--- src/rtl/ccu25_pkg.sv ---
// Shared definitions for the CCU25 slow-control bus arbiter: FSM state
// encoding, bus word field positions and a helper that packs a bus word.
package ccu25_pkg;

  localparam int ADDR_W  = 7;
  localparam int DATA_W  = 24;
  localparam int WORD_W  = 32;

  // Bus word layout: {write, addr[6:0], data[23:0]}
  localparam int WR_BIT  = 31;
  localparam int ADDR_HI = 30;
  localparam int ADDR_LO = 24;
  localparam int DATA_HI = 23;
  localparam int DATA_LO = 0;

  localparam logic [2:0] ST_IDLE     = 3'd0;
  localparam logic [2:0] ST_SETUP    = 3'd1;
  localparam logic [2:0] ST_STROBE   = 3'd2;
  localparam logic [2:0] ST_WAIT_ACK = 3'd3;
  localparam logic [2:0] ST_DONE     = 3'd4;
  localparam logic [2:0] ST_TURN     = 3'd5;

  typedef enum logic [2:0] {
    IDLE     = ST_IDLE,
    SETUP    = ST_SETUP,
    STROBE   = ST_STROBE,
    WAIT_ACK = ST_WAIT_ACK,
    DONE     = ST_DONE,
    TURN     = ST_TURN
  } state_t;

  function automatic logic [WORD_W-1:0] pack_word(input logic              wr,
                                                  input logic [ADDR_W-1:0] addr,
                                                  input logic [DATA_W-1:0] data);
    logic [WORD_W-1:0] w;
    w                  = '0;
    w[WR_BIT]          = wr;
    w[ADDR_HI:ADDR_LO] = addr;
    w[DATA_HI:DATA_LO] = data;
    return w;
  endfunction

endpackage

--- src/rtl/ccu25_bus_arbiter_if.sv ---
// Requester handshake plus CCU25 pad-side bus signals of the arbiter.
// slave = arbiter side, master = requesters/pads side.
interface ccu25_bus_arbiter_if import ccu25_pkg::*; #(
  parameter int NUM_REQ = 3
) ();

  logic [NUM_REQ-1:0]             req_valid;
  logic [NUM_REQ-1:0]             req_write;
  logic [NUM_REQ-1:0][ADDR_W-1:0] req_addr;
  logic [NUM_REQ-1:0][DATA_W-1:0] req_wdata;
  logic [NUM_REQ-1:0]             req_grant;
  logic [NUM_REQ-1:0]             req_done;
  logic                           rsp_err;
  logic [DATA_W-1:0]              rsp_rdata;
  logic                           busy;

  logic [WORD_W-1:0]              ccu25_data_o;
  logic                           ccu25_data_oe;
  logic [WORD_W-1:0]              ccu25_data_i;
  logic                           ccu25_strobe_in;
  logic                           ccu25_strobe_out;

  modport slave (
    input  req_valid, req_write, req_addr, req_wdata, ccu25_data_i, ccu25_strobe_out,
    output req_grant, req_done, rsp_err, rsp_rdata, busy,
           ccu25_data_o, ccu25_data_oe, ccu25_strobe_in
  );

  modport master (
    output req_valid, req_write, req_addr, req_wdata, ccu25_data_i, ccu25_strobe_out,
    input  req_grant, req_done, rsp_err, rsp_rdata, busy,
           ccu25_data_o, ccu25_data_oe, ccu25_strobe_in
  );

endinterface

--- src/rtl/ccu25_rr_arbiter.sv ---
// Round-robin pick: first request at/after the pointer, wrapping.
// The pointer moves past the winner only when the pick is taken.
module ccu25_rr_arbiter #(
  parameter  int NUM_REQ = 3,
  localparam int IDX_W   = (NUM_REQ > 1) ? $clog2(NUM_REQ) : 1
) (
  input  logic               clk,
  input  logic               rst_n,
  input  logic [NUM_REQ-1:0] req_i,
  input  logic               take_i,
  output logic [NUM_REQ-1:0] gnt_oh_o,
  output logic [IDX_W-1:0]   gnt_idx_o,
  output logic               any_o
);

  logic [IDX_W-1:0]   ptr_q, ptr_d;
  logic [NUM_REQ-1:0] hi_mask, masked, cand;

  assign any_o = |req_i;

  // Masked pick (at/after pointer) wins; otherwise wrap to the unmasked pick.
  always_comb begin
    hi_mask = '0;
    for (int i = 0; i < NUM_REQ; i++) hi_mask[i] = (i >= int'(ptr_q));
    masked    = req_i & hi_mask;
    cand      = (|masked) ? masked : req_i;
    gnt_oh_o  = '0;
    gnt_idx_o = '0;
    for (int i = NUM_REQ - 1; i >= 0; i--) begin
      if (cand[i]) begin
        gnt_oh_o    = '0;
        gnt_oh_o[i] = 1'b1;
        gnt_idx_o   = IDX_W'(i);
      end
    end
  end

  // Next pointer: one past the winner, wrapping NUM_REQ-1 -> 0.
  always_comb begin
    ptr_d = ptr_q;
    if (take_i)
      ptr_d = (gnt_idx_o == IDX_W'(NUM_REQ - 1)) ? '0 : gnt_idx_o + 1'b1;
  end

  // Pointer register.
  always_ff @(posedge clk or negedge rst_n) begin
    if (!rst_n) ptr_q <= '0;
    else        ptr_q <= ptr_d;
  end

endmodule

--- src/rtl/ccu25_bus_arbiter.sv ---
// Shares the CCU25 slow-control bus between NUM_REQ requesters.
// Sequence per transaction: IDLE(grant) -> SETUP -> STROBE -> WAIT_ACK -> DONE -> TURN.
// Optional ack timeout enabled by defining CCU25_ARB_TIMEOUT_EN.
module ccu25_bus_arbiter import ccu25_pkg::*; #(
  parameter int NUM_REQ        = 3,
  parameter int SETUP_CYCLES   = 1,
  parameter int STROBE_CYCLES  = 2,
  parameter int TIMEOUT_CYCLES = 64
) (
  input logic                  clk,
  input logic                  rst_n,
  ccu25_bus_arbiter_if.slave   bus
);

  localparam int IDX_W = (NUM_REQ > 1) ? $clog2(NUM_REQ) : 1;
  localparam int CNT_W = 16;

  state_t             st_q;
  logic               ack_s1_q, ack_s2_q;
  logic [CNT_W-1:0]   cnt_q;
  logic [WORD_W-1:0]  word_q;
  logic               wr_q;
  logic [NUM_REQ-1:0] own_q;
  logic [NUM_REQ-1:0] done_q;
  logic               oe_q;
  logic               stb_q;
  logic [DATA_W-1:0]  rdata_q;

  logic [NUM_REQ-1:0] arb_oh;
  logic [IDX_W-1:0]   arb_idx;
  logic               arb_any;
  logic               take;

  // Upper pad bits carry nothing the arbiter needs.
  logic unused_hi;
  assign unused_hi = ^bus.ccu25_data_i[WORD_W-1:DATA_W];

  ccu25_rr_arbiter #(.NUM_REQ(NUM_REQ)) u_rr (
    .clk       (clk),
    .rst_n     (rst_n),
    .req_i     (bus.req_valid),
    .take_i    (take),
    .gnt_oh_o  (arb_oh),
    .gnt_idx_o (arb_idx),
    .any_o     (arb_any)
  );

  // A grant needs an idle bus and a released ack, so a stuck ack from the
  // previous slave cannot be mistaken for the next transaction's ack.
  assign take          = rst_n && (st_q == IDLE) && arb_any && !ack_s2_q;
  assign bus.req_grant = take ? arb_oh : '0;

  assign bus.busy            = (st_q != IDLE);
  assign bus.ccu25_data_oe   = oe_q;
  assign bus.ccu25_data_o    = oe_q ? word_q : '0;
  assign bus.ccu25_strobe_in = stb_q;
  assign bus.req_done        = done_q;
  assign bus.rsp_rdata       = rdata_q;

`ifdef CCU25_ARB_TIMEOUT_EN
  logic err_q;
  assign bus.rsp_err = err_q;
`else
  localparam int unused_timeout = TIMEOUT_CYCLES;
  assign bus.rsp_err = 1'b0;
`endif

  // Two-flop synchroniser for the asynchronous CCU25 ack.
  always_ff @(posedge clk or negedge rst_n) begin
    if (!rst_n) begin
      ack_s1_q <= 1'b0;
      ack_s2_q <= 1'b0;
    end else begin
      ack_s1_q <= bus.ccu25_strobe_out;
      ack_s2_q <= ack_s1_q;
    end
  end

  // Transaction sequencer with registered bus/handshake outputs.
  always_ff @(posedge clk or negedge rst_n) begin
    if (!rst_n) begin
      st_q    <= IDLE;
      cnt_q   <= '0;
      word_q  <= '0;
      wr_q    <= 1'b0;
      own_q   <= '0;
      done_q  <= '0;
      oe_q    <= 1'b0;
      stb_q   <= 1'b0;
      rdata_q <= '0;
`ifdef CCU25_ARB_TIMEOUT_EN
      err_q   <= 1'b0;
`endif
    end else begin
      case (st_q)
        IDLE: begin
          done_q <= '0;
          if (take) begin
            own_q  <= arb_oh;
            wr_q   <= bus.req_write[arb_idx];
            word_q <= pack_word(bus.req_write[arb_idx], bus.req_addr[arb_idx],
                                bus.req_wdata[arb_idx]);
            oe_q   <= 1'b1;
            cnt_q  <= '0;
            st_q   <= SETUP;
          end
        end
        SETUP: begin
          if (cnt_q == CNT_W'(SETUP_CYCLES - 1)) begin
            cnt_q <= '0;
            stb_q <= 1'b1;
            st_q  <= STROBE;
          end else begin
            cnt_q <= cnt_q + 1'b1;
          end
        end
        STROBE: begin
          if (cnt_q == CNT_W'(STROBE_CYCLES - 1)) begin
            cnt_q <= '0;
            stb_q <= 1'b0;
            oe_q  <= wr_q;  // reads release the bus so the CCU25 can drive it
            st_q  <= WAIT_ACK;
          end else begin
            cnt_q <= cnt_q + 1'b1;
          end
        end
        WAIT_ACK: begin
          if (ack_s2_q) begin
            if (!wr_q) rdata_q <= bus.ccu25_data_i[DATA_HI:DATA_LO];
            oe_q   <= 1'b0;
            done_q <= own_q;
`ifdef CCU25_ARB_TIMEOUT_EN
            err_q  <= 1'b0;
`endif
            st_q   <= DONE;
          end
`ifdef CCU25_ARB_TIMEOUT_EN
          else if (cnt_q == CNT_W'(TIMEOUT_CYCLES - 1)) begin
            rdata_q <= '0;
            oe_q    <= 1'b0;
            done_q  <= own_q;
            err_q   <= 1'b1;
            st_q    <= DONE;
          end else begin
            cnt_q <= cnt_q + 1'b1;
          end
`endif
        end
        DONE: begin
          done_q <= '0;
          st_q   <= TURN;
        end
        TURN:    st_q <= IDLE;
        default: st_q <= IDLE;
      endcase
    end
  end

endmodule

--- src/flat_wrapper.sv ---
// flat-port wrapper written by rule: the top's interface ports become plain ports
module ccu25_bus_arbiter_flat import ccu25_pkg::*;
#(
  parameter int NUM_REQ        = 3,
  parameter int SETUP_CYCLES   = 1,
  parameter int STROBE_CYCLES  = 2,
  parameter int TIMEOUT_CYCLES = 64
)
  (clk, rst_n, bus_req_valid, bus_req_write, bus_req_addr, bus_req_wdata, bus_ccu25_data_i, bus_ccu25_strobe_out, bus_req_grant, bus_req_done, bus_rsp_err, bus_rsp_rdata, bus_busy, bus_ccu25_data_o, bus_ccu25_data_oe, bus_ccu25_strobe_in);
  ccu25_bus_arbiter_if #(.NUM_REQ(NUM_REQ)) bus_i ();
  input logic clk;
  input logic rst_n;
  input wire logic [$bits(bus_i.req_valid)-1:0] bus_req_valid;
  input wire logic [$bits(bus_i.req_write)-1:0] bus_req_write;
  input wire logic [$bits(bus_i.req_addr)-1:0] bus_req_addr;
  input wire logic [$bits(bus_i.req_wdata)-1:0] bus_req_wdata;
  input wire logic [$bits(bus_i.ccu25_data_i)-1:0] bus_ccu25_data_i;
  input wire logic [$bits(bus_i.ccu25_strobe_out)-1:0] bus_ccu25_strobe_out;
  output wire logic [$bits(bus_i.req_grant)-1:0] bus_req_grant;
  output wire logic [$bits(bus_i.req_done)-1:0] bus_req_done;
  output wire logic [$bits(bus_i.rsp_err)-1:0] bus_rsp_err;
  output wire logic [$bits(bus_i.rsp_rdata)-1:0] bus_rsp_rdata;
  output wire logic [$bits(bus_i.busy)-1:0] bus_busy;
  output wire logic [$bits(bus_i.ccu25_data_o)-1:0] bus_ccu25_data_o;
  output wire logic [$bits(bus_i.ccu25_data_oe)-1:0] bus_ccu25_data_oe;
  output wire logic [$bits(bus_i.ccu25_strobe_in)-1:0] bus_ccu25_strobe_in;
  assign bus_i.req_valid = bus_req_valid;
  assign bus_i.req_write = bus_req_write;
  assign bus_i.req_addr = bus_req_addr;
  assign bus_i.req_wdata = bus_req_wdata;
  assign bus_i.ccu25_data_i = bus_ccu25_data_i;
  assign bus_i.ccu25_strobe_out = bus_ccu25_strobe_out;
  assign bus_req_grant = bus_i.req_grant;
  assign bus_req_done = bus_i.req_done;
  assign bus_rsp_err = bus_i.rsp_err;
  assign bus_rsp_rdata = bus_i.rsp_rdata;
  assign bus_busy = bus_i.busy;
  assign bus_ccu25_data_o = bus_i.ccu25_data_o;
  assign bus_ccu25_data_oe = bus_i.ccu25_data_oe;
  assign bus_ccu25_strobe_in = bus_i.ccu25_strobe_in;
  ccu25_bus_arbiter #(.NUM_REQ(NUM_REQ), .SETUP_CYCLES(SETUP_CYCLES), .STROBE_CYCLES(STROBE_CYCLES), .TIMEOUT_CYCLES(TIMEOUT_CYCLES)) u_core (.clk(clk), .rst_n(rst_n), .bus(bus_i));
endmodule
--- config.mk ---
export PLATFORM = sky130hd
export DESIGN_NAME = ccu25_bus_arbiter_flat
export DESIGN_NICKNAME = d
export VERILOG_FILES = /design/src/rtl/ccu25_pkg.sv /design/src/rtl/ccu25_bus_arbiter_if.sv /design/src/rtl/ccu25_rr_arbiter.sv /design/src/rtl/ccu25_bus_arbiter.sv /design/src/flat_wrapper.sv
export SDC_FILE = /design/constraint.sdc
export NUM_CORES = 1
export LEC_CHECK = 0
export BUFFER_PORTS_ARGS = -buffer_cell sky130_fd_sc_hd__buf_2
export CAP_MARGIN = 20
export CORE_ASPECT_RATIO = 1.5
export CORE_MARGIN = 1.5
export CORE_UTILIZATION = 48
export DETAILED_ROUTE_END_ITERATION = 10
export HOLD_SLACK_MARGIN = 0.03
export PLACE_DENSITY = 0.8
export SLEW_MARGIN = 25
export SYNTH_ARGS = -nofsm -noshare
export SYNTH_HDL_FRONTEND = slang
export SYNTH_SLANG_ARGS = --single-unit
--- constraint.sdc ---
create_clock -name clk -period 2 [get_ports clk]
set_input_delay 0.2 -clock clk [delete_from_list [all_inputs] [get_ports clk]]
set_output_delay 0.2 -clock clk [all_outputs]
set_load 0.02 [all_outputs]
; Word level (Yosys, flattened, before mapping)
; Index checks and enable logic that the tools add are counted.
; W data, S select, Z words.
[classes]
addsub = 2
magnitude_cmp = 4
eq_ne = 10
n_mux = 34
bitwise_logic = 2
n_reduce_logical = 21
[op_table]
columns = cell, count
row1 = $bmux W24 S2, 1
row2 = $mux W16, 3
row3 = $pmux W16 S3, 1
row4 = $mux W32, 1
row5 = $mux W3, 10
row6 = $mux W24, 1
row7 = $add A16 B1 Y16 const B, 1
row8 = $eq A16 B1 Y1 const B, 1
row9 = $logic_not A16 Y1, 1
row10 = $pmux W3 S5, 1
row11 = $bmux W7 S2, 1
row12 = $reduce_bool A3 Y1, 3
row13 = $mux W2, 4
row14 = $ne A2 B1 Y1 const B, 4
row15 = $reduce_and A4 Y1, 2
row16 = $mux W7, 1
row17 = $eq A3 B2 Y1 const B, 2
row18 = $mux W1, 6
row19 = $pmux W3 S2, 1
row20 = $reduce_and A2 Y1, 3
row21 = $reduce_and A3 Y1, 2
row22 = $reduce_or A3 Y1, 2
row23 = $ge A1 B2 Y1 const A, 2
row24 = $reduce_bool A2 Y1, 2
row25 = 15 further kinds, 17
[word_totals]
ff_bits = 88
inputBits = 134
output_inout_bits = 66
word_cells = 85

; Depth between registers and ports, before layout
; Gate-level depths: netlist of the first run.
[depth]
ltp_word = 9
depth_mapped = 7
ltp_nobuf = 5

; Hierarchy
; Synthesis of the first run repeated with hierarchy kept, for this count alone.
[unflattened]
hier_cells = 520
hier_area_um2 = 4723.3
[modules_own_cells]
columns = mod, instances, cells_per_inst, area_each_um2, seq_area_each_um2
row1 = ccu25_bus_arbiter, 1, 494, 4540.6, 2127.0
row2 = ccu25_rr_arbiter, 1, 26, 182.7, 50.0

; Worst setup path before layout of the first run
; No wires, ideal clock.
[synth_path]
path_kind = register -> output
startpoint = register u_core.st_q[0]
endpoint = output port bus_req_grant[0]
arrival_time_ps = 1521
required_ps = 1800
path_slack_ps = 279
stages_incl_launch_ff = 6
n_path_buf = 1
cell_sequence = dfrtp_1 > buf_4 > nor3_4 > inv_1 > nor4_4 > o2111a_1
[synth_between]
elab_chain_len = 5
[synth_lines]
columns = element, line
row1 = "start, declared", ccu25_bus_arbiter.sv:18  ; state_t st_q;
row2 = "start signal, assigned", ccu25_bus_arbiter.sv:82  ; st_q <= IDLE;
row3 = "start signal, assigned", ccu25_bus_arbiter.sv:105  ; st_q <= SETUP;
row4 = "start signal, assigned", ccu25_bus_arbiter.sv:112  ; st_q <= STROBE;
row5 = $logic_not A3 Y1, ccu25_bus_arbiter.sv:50  ; assign take = rst_n && (st_q == IDLE) && arb_any && !ack_s2_q;
row6 = $logic_and A1 B1 Y1 (3 in a row), ccu25_bus_arbiter.sv:50
row7 = $mux W3, ccu25_bus_arbiter.sv:51  ; assign bus.req_grant = take ? arb_oh : '0;
row8 = "end, declared", flat_wrapper.sv:19  ; output wire logic [$bits(bus_i.req_grant)-1:0] bus_req_grant;
; Every way passes these cells.

; Worst setup path after layout of the first run
[layout_path]
startpoint = register u_core.st_q[2]
endpoint = output port bus_req_grant[0]
; Same word-level chain as after synthesis.

==> results of run 1 <==
## worst reg2reg max path, stage by stage, from the launching register on
cell and delay [ns]:
dfrtp_1 0.43, nor4_2 0.29, and4_2 0.32, a21boi_1 0.12
buf_4 0.18, or2_1 0.24, mux2_2 0.28
## flip-flops by register name, indices dropped and copies added (netlist names), 2 cells and up
| register | cells |
|---|---|
| u_core.bus.req_done | 3 |
| u_core.bus.rsp_rdata | 24 |
| u_core.cnt_q | 16 |
| u_core.own_q | 3 |
| u_core.st_q | 3 |
| u_core.u_rr.ptr_q | 2 |
| u_core.word_q | 31 |
## layer usage
layer | vias up | global-route usage | routed length, um
met1 | 2054 | 0.2657 | 4679
met4 | 0 | 0.09324 | 368
met5 | - | 0 | 0
met2 | 186 | 0.4486 | 6566
met3 | 31 | 0.06229 | 823
li1 | 2184 | - | -
## layout make-up
class | instances | area share
multi-input combinational | 387 | 0.3725
sequential | 87 | 0.3444
tap | 112 | 0.02214
timing repair buffer | 235 | 0.2104
clock buffer | 12 | 0.03895
inverter | 8 | 0.004745
clock inverter | 3 | 0.006920
## cells in the final DEF, fill, tap and decap left out, types with 3 or more instances in the layout
cell type	synthesis	final
buf_2	4	188
nor3_4	1	3
xnor2_1	11	11
nor4_2	4	6
a22o_1	4	4
and2_1	33	33
nand4_1	4	4
buf_4	5	41
a21o_1	5	5
nand2b_1	3	3
nor2_1	21	20
o21ai_0	46	45
mux2_2	23	23
nand3_1	9	9
dfrtp_1	87	85
nor2b_1	5	5
o21ai_1	25	25
and3_1	33	33
nand2_1	108	108
ha_1	3	3
clkbuf_16	0	9
a21oi_1	5	5
inv_1	8	7
## power by group through the flow
| stage | clock, mW | combinational [mW] | sequential (mW) |
|---|---|---|---|
| after global routing | 1.74 | 0.559 | 1.85 |
| final | 1.63 | 0.500 | 1.84 |
| after CTS | 1.67 | 0.505 | 1.84 |
| after global placement | 0 | 0.491 | 1.87 |
| after detailed placement | 0 | 0.500 | 1.87 |
| after floorplan | 0 | 0.249 | 1.86 |
## per-stage QoR
step,setup WS (ns),util
after floorplan,0.2793,-
after global placement,-0.2027,0.6330
after detailed placement,-0.2453,0.6330
after CTS,-0.006388,0.6703
after global routing,-0.05552,0.6760
final,0.02453,0.6760
## worst paths after layout
kind / start / slack, ns / endpoint / cells past startpoint
max: u_core.st_q[2] / 0.02 / bus_req_grant[0] / 6
min: bus_ccu25_data_i[4] / 0.09 / u_core.bus.rsp_rdata[4] / 2
max reg2reg: u_core.cnt_q[2] / 0.03 / u_core.cnt_q[0] / 6
min reg2reg: u_core.ack_s1_q / 0.38 / u_core.ack_s2_q / 0
max in group asynchronous: rst_n / 0.43 / u_core.st_q[2] / 4
min in group asynchronous: rst_n / 0.48 / u_core.ack_s2_q / 3
## cells by family after synthesis
| group | Yosys count |
|---|---|
| compound gates | 104 |
| fa+ha+maj | 3 |
| buf+inv | 41 |
| simple gates | 242 |
| other cells | 1 |
| xor+xnor | 11 |
| flops | 87 |
| mux | 26 |
## timing repair
item                                    4_1_cts  5_1_grt
hold buffers                                  2        0
endpoints found under the setup margin       12       15
gates resized for setup                       6        6
buffers inserted                              3        4
pin swaps                                     2        3
endpoints found under the hold margin        30        0
==> results.cfg, run 1 <==
[run_status]
run_status = completed

[cts]
clk_pin_slew_worst_paths_ns = 0.06
cts-root-buf = clkbuf_16
worstSkewPairLatency_ns = 0.34
cts_sinks = 87
cts_buffer_depth = 2
cts_buffers = 9
cts_tree = yes
htreeDepth = 3

[power]
switchingPower_mw = 0.9381
p_sw_frac = 0.2361
combPwrFrac = 0.126
p_int_mw = 3.036
pwr-share-clk = 0.411
ir_worst_vdd_mv = 0.5000
power_leakage_nw = 3.274
finalPower_mw = 3.974
powerDensity_mw_per_mm2 = 627.9
seqPwrFrac = 0.463

[floorplanning]
die_h_um = 123.9
row_count = 43
dieArea_sq_mm = 0.01035
start_util = 0.4993
die_x_um = 83.58
coreArea_sq_mm = 0.009361
top_level_ports = 200

[placed_design]
dp_cells = 820
dpl-instance-area_sq_mm = 0.005926
gp_congestion = 0.8384
port-buffer-count = 190
hpwl_mm = 9.409

[detailed_routing]
drc = 0
drt_wl_total_mm = 12.44
first_pass_iters = 4
vias_per_cell = 5.278
wl_per_cell_um = 14.74
initialDrtViolationCount = 170
ant_nets = 0
dr_total_vias = 4455

[sta]
setup_tns_ns = 0
post-route-period-util = 0.9877
min_period_ns = 1.975
finalSetupViolCount = 0
timing.fmax_mhz = 506.2
rsz0062_at_grt = true
holdWs_ns = 0.09230
max_slew_margin = 0.5155
hold_viol = 0
slew_viol_final = 0
finalClockSkew_ns = 0.008406
worst_slew_pin_slew_ns = 0.7268

[yosys]
synth_top_family_by_area = simple AND/OR/NAND/NOR gates
ys_types = 54
synth_flop_cell = dfrtp_1
avgSynthCellArea_sq_um = 9.077
synth_async_sr_flop_share = 1.000
ys_seq_area_frac = 0.4657
synth-edff-count = 0
synth_common_cells = nand2_1 (108), dfrtp_1 (87), o21ai_0 (46)
ys.warnings.count = 0
yosys.area.top_type_share = 0.4657
yosys.area_share.xor_xnor = 0.02061
yosysMostFrequentCell = nand2_1
yosys.area_share.adder = 0.008030
synth_area_leader_cell = dfrtp_1
synth_simple_gate_area_share = 0.2714
synthesis.area_sq_mm = 0.004674
ys_ff_latch = 87
synth_compound_area_frac = 0.1330
synth_area_leaders = dfrtp_1 (47%), nand2_1 (8.7%), mux2_2 (5.5%)
synth.mux.area_fraction = 0.06237
postSynthNetCount = 652
syn_inst = 515

[global_routing]
grt_pass1_vias = 4421
antenna_found_initial = 0
grt_max_degree = 65
track_usage = 0.2421
gr-total-overflow = 0
grt_pass1_wl_mm = 20.00

[worst_setup_path]
cp.arrival_ns = 1.78
cp-end-kind = output port
path_class = register to output port
cpMaxStageDelayCell = dfrtp_2
critical-path-max-stage-delay_ns = 0.41
cp_top_family = simple AND/OR/NAND/NOR gates
startpoint_type = register
critPathMaxFanout = 3
path_buf_inv = 3
crit_top_cell = buf_6
cp_cell_sequence = buf_6, nor3_4, inv_2, nor4_4, o2111a_1, buf_6
cp.required_ns = 1.80

[min_path]
hp-class = input pin to register

[final_layout]
stdcell_count = 844
drive_gt1_frac = 0.4003
stdcell_area_sq_mm = 0.006329
seq_area_sq_mm = 0.002180
n_fill_cell = 748
synthToLayoutAreaGrowth_pct = 35.39
nNetsFinal = 865
num_antenna_cells = 0
multi_input_area_sq_mm = 0.002357

[run]
max-cap-violations = 0
Power figures use the tool's default switching activity.
==> run 2: changes to the inputs <==
--- a/config.mk
+++ b/config.mk
@@ -7,7 +7,7 @@
 export LEC_CHECK = 0
 export BUFFER_PORTS_ARGS = -buffer_cell sky130_fd_sc_hd__buf_2
 export CAP_MARGIN = 20
-export CORE_ASPECT_RATIO = 1.5
+export CORE_ASPECT_RATIO = 0.9
 export CORE_MARGIN = 1.5
 export CORE_UTILIZATION = 48
 export DETAILED_ROUTE_END_ITERATION = 10
==> results.cfg, run 2 (synthesis gave the netlist of run 1 again) <==
[run]
max-cap-violations = 0

[sta]
slew_viol_final = 0
post-route-period-util = 0.9660
worst_slew_pin_slew_ns = 0.7839
finalSetupViolCount = 0
timing.fmax_mhz = 517.6
hold_viol = 1
max_slew_margin = 0.4774
holdWs_ns = -0.003299
finalClockSkew_ns = 0.01435
rsz0062_at_grt = true
min_period_ns = 1.932

[worst_setup_path]
critPathMaxFanout = 6
ff2ff_path_depth = 5
rr_startpoint = u_core.cnt_q[4]
cp-end-kind = register
r2r_end = u_core.cnt_q[0]
cp.required_ns = 2.24
cp.arrival_ns = 2.17
reg2reg_slack_ns = 0.07
startpoint_type = register
path_class = register to register

[detailed_routing]
initialDrtViolationCount = 149
wl_per_cell_um = 14.04
ant_nets = 0
first_pass_iters = 4
vias_per_cell = 5.228
drt_wl_total_mm = 11.81
dr_total_vias = 4397
drc = 0

[placed_design]
dp_cells = 817
hpwl_mm = 8.841
port-buffer-count = 190
dpl-instance-area_sq_mm = 0.005852
gp_congestion = 0.8800

[final_layout]
stdcell_count = 841
num_antenna_cells = 0
largest_register_ffs = 31
final_cell_mix = buf_2 (188), nand2_1 (108), dfrtp_1 (85)
final_common_cell = buf_2
drive_gt1_frac = 0.3908
synthToLayoutAreaGrowth_pct = 31.85
stdcell_area_sq_mm = 0.006163
nNetsFinal = 851
top_register = u_core.word_q

[cts]
cts_buffer_depth = 2
worstSkewPairLatency_ns = 0.35
htreeDepth = 3
clk_pin_slew_worst_paths_ns = 0.08
cts-root-buf = clkbuf_8
cts_sinks = 87
cts_tree = yes
cts_buffers = 9

[floorplanning]
dieArea_sq_mm = 0.01034
coreArea_sq_mm = 0.009290
row_count = 33
die_h_um = 96.62
start_util = 0.5032
top_level_ports = 200
die_x_um = 107.0

[power]
powerDensity_mw_per_mm2 = 600.4
ir_worst_vdd_mv = 0.3691
finalPower_mw = 3.700
power_leakage_nw = 3.178

[global_routing]
grt_max_degree = 88
grt_pass1_wl_mm = 19.31
grt_pass1_vias = 4275
antenna_found_initial = 0
track_usage = 0.2307
gr-total-overflow = 0

[run_status]
violations = hold timing
run_status = finished with violations

[min_path]
hp-class = input pin to async pin
[run 2: critical path, cell delays in order, from the launching register on]
cell,delay (ns)
dfrtp_1,0.45
nor4_2,0.32
and4_2,0.34
a21oi_1,0.18
or2_1,0.27
mux2_2,0.26
[run 2: area by class of cell]
| type | instances | area, sq um |
|---|---|---|
| clock inverters | 5 | 81.33 |
| inverters | 8 | 30.03 |
| fillers | 778 | 3127 |
| clock buffers | 11 | 141.4 |
| repair buffers | 221 | 1220 |
| well taps | 122 | 152.6 |
| multi-input cells | 387 | 2359 |
| flip-flops and latches | 87 | 2180 |
[run 2: where the power goes]
| group | switching, mW | internal (mW) |
|---|---|---|
| logic | 0.273 | 0.230 |
| registers | 0.0310 | 1.81 |
| clock network | 0.618 | 0.739 |
[run 2: how the worst max path moves through the flow]
stage | from | to | slack [ns] | cells past startpoint
2_1_floorplan | u_core.st_q[0] | bus_req_grant[0] | 0.28 | 5
3_3_place_gp | u_core.cnt_q[4] | u_core.cnt_q[0] | 0.14 | 5
3_5_place_dp | u_core.cnt_q[13] | u_core.cnt_q[0] | 0.10 | 5
4_1_cts | u_core.st_q[1] | bus_req_grant[0] | -0.002 | 5
5_1_grt | u_core.cnt_q[4] | u_core.cnt_q[0] | -0.05 | 5
6_report | u_core.cnt_q[4] | u_core.cnt_q[0] | 0.07 | 5
[run 2: repair_timing]
| action | CTS | global route |
|---|---|---|
| endpoints found under the setup margin | 3 | 17 |
| endpoints found under the hold margin | 1 | 0 |
| buffers inserted | 1 | 6 |
| gates resized for setup | 5 | 4 |
| hold buffers | 1 | 0 |
| pin swaps | 1 | 5 |
[run 2: metrics by stage]
step                        util    TNS, ns  hold slack, ns  setup WS (ns)
final                     0.6634          0       -0.003299        0.06805
after global routing      0.6634    -0.2131         0.06038       -0.04752
after CTS                 0.6570  -0.002436         0.05175      -0.002436
after detailed placement  0.6299          0          0.3105         0.1014
after global placement    0.6295          0          0.3112         0.1355
after floorplan                -          0        -0.09559         0.2793
[run 2: routing by layer]
layer / vias to the layer above / part of all wire / track usage
met5: - / 0 / 0
met4: 0 / 0.017 / 0.07282
met3: 16 / 0.057 / 0.04178
met2: 158 / 0.50 / 0.3959
met1: 2067 / 0.43 / 0.2933
li1: 2156 / - / -
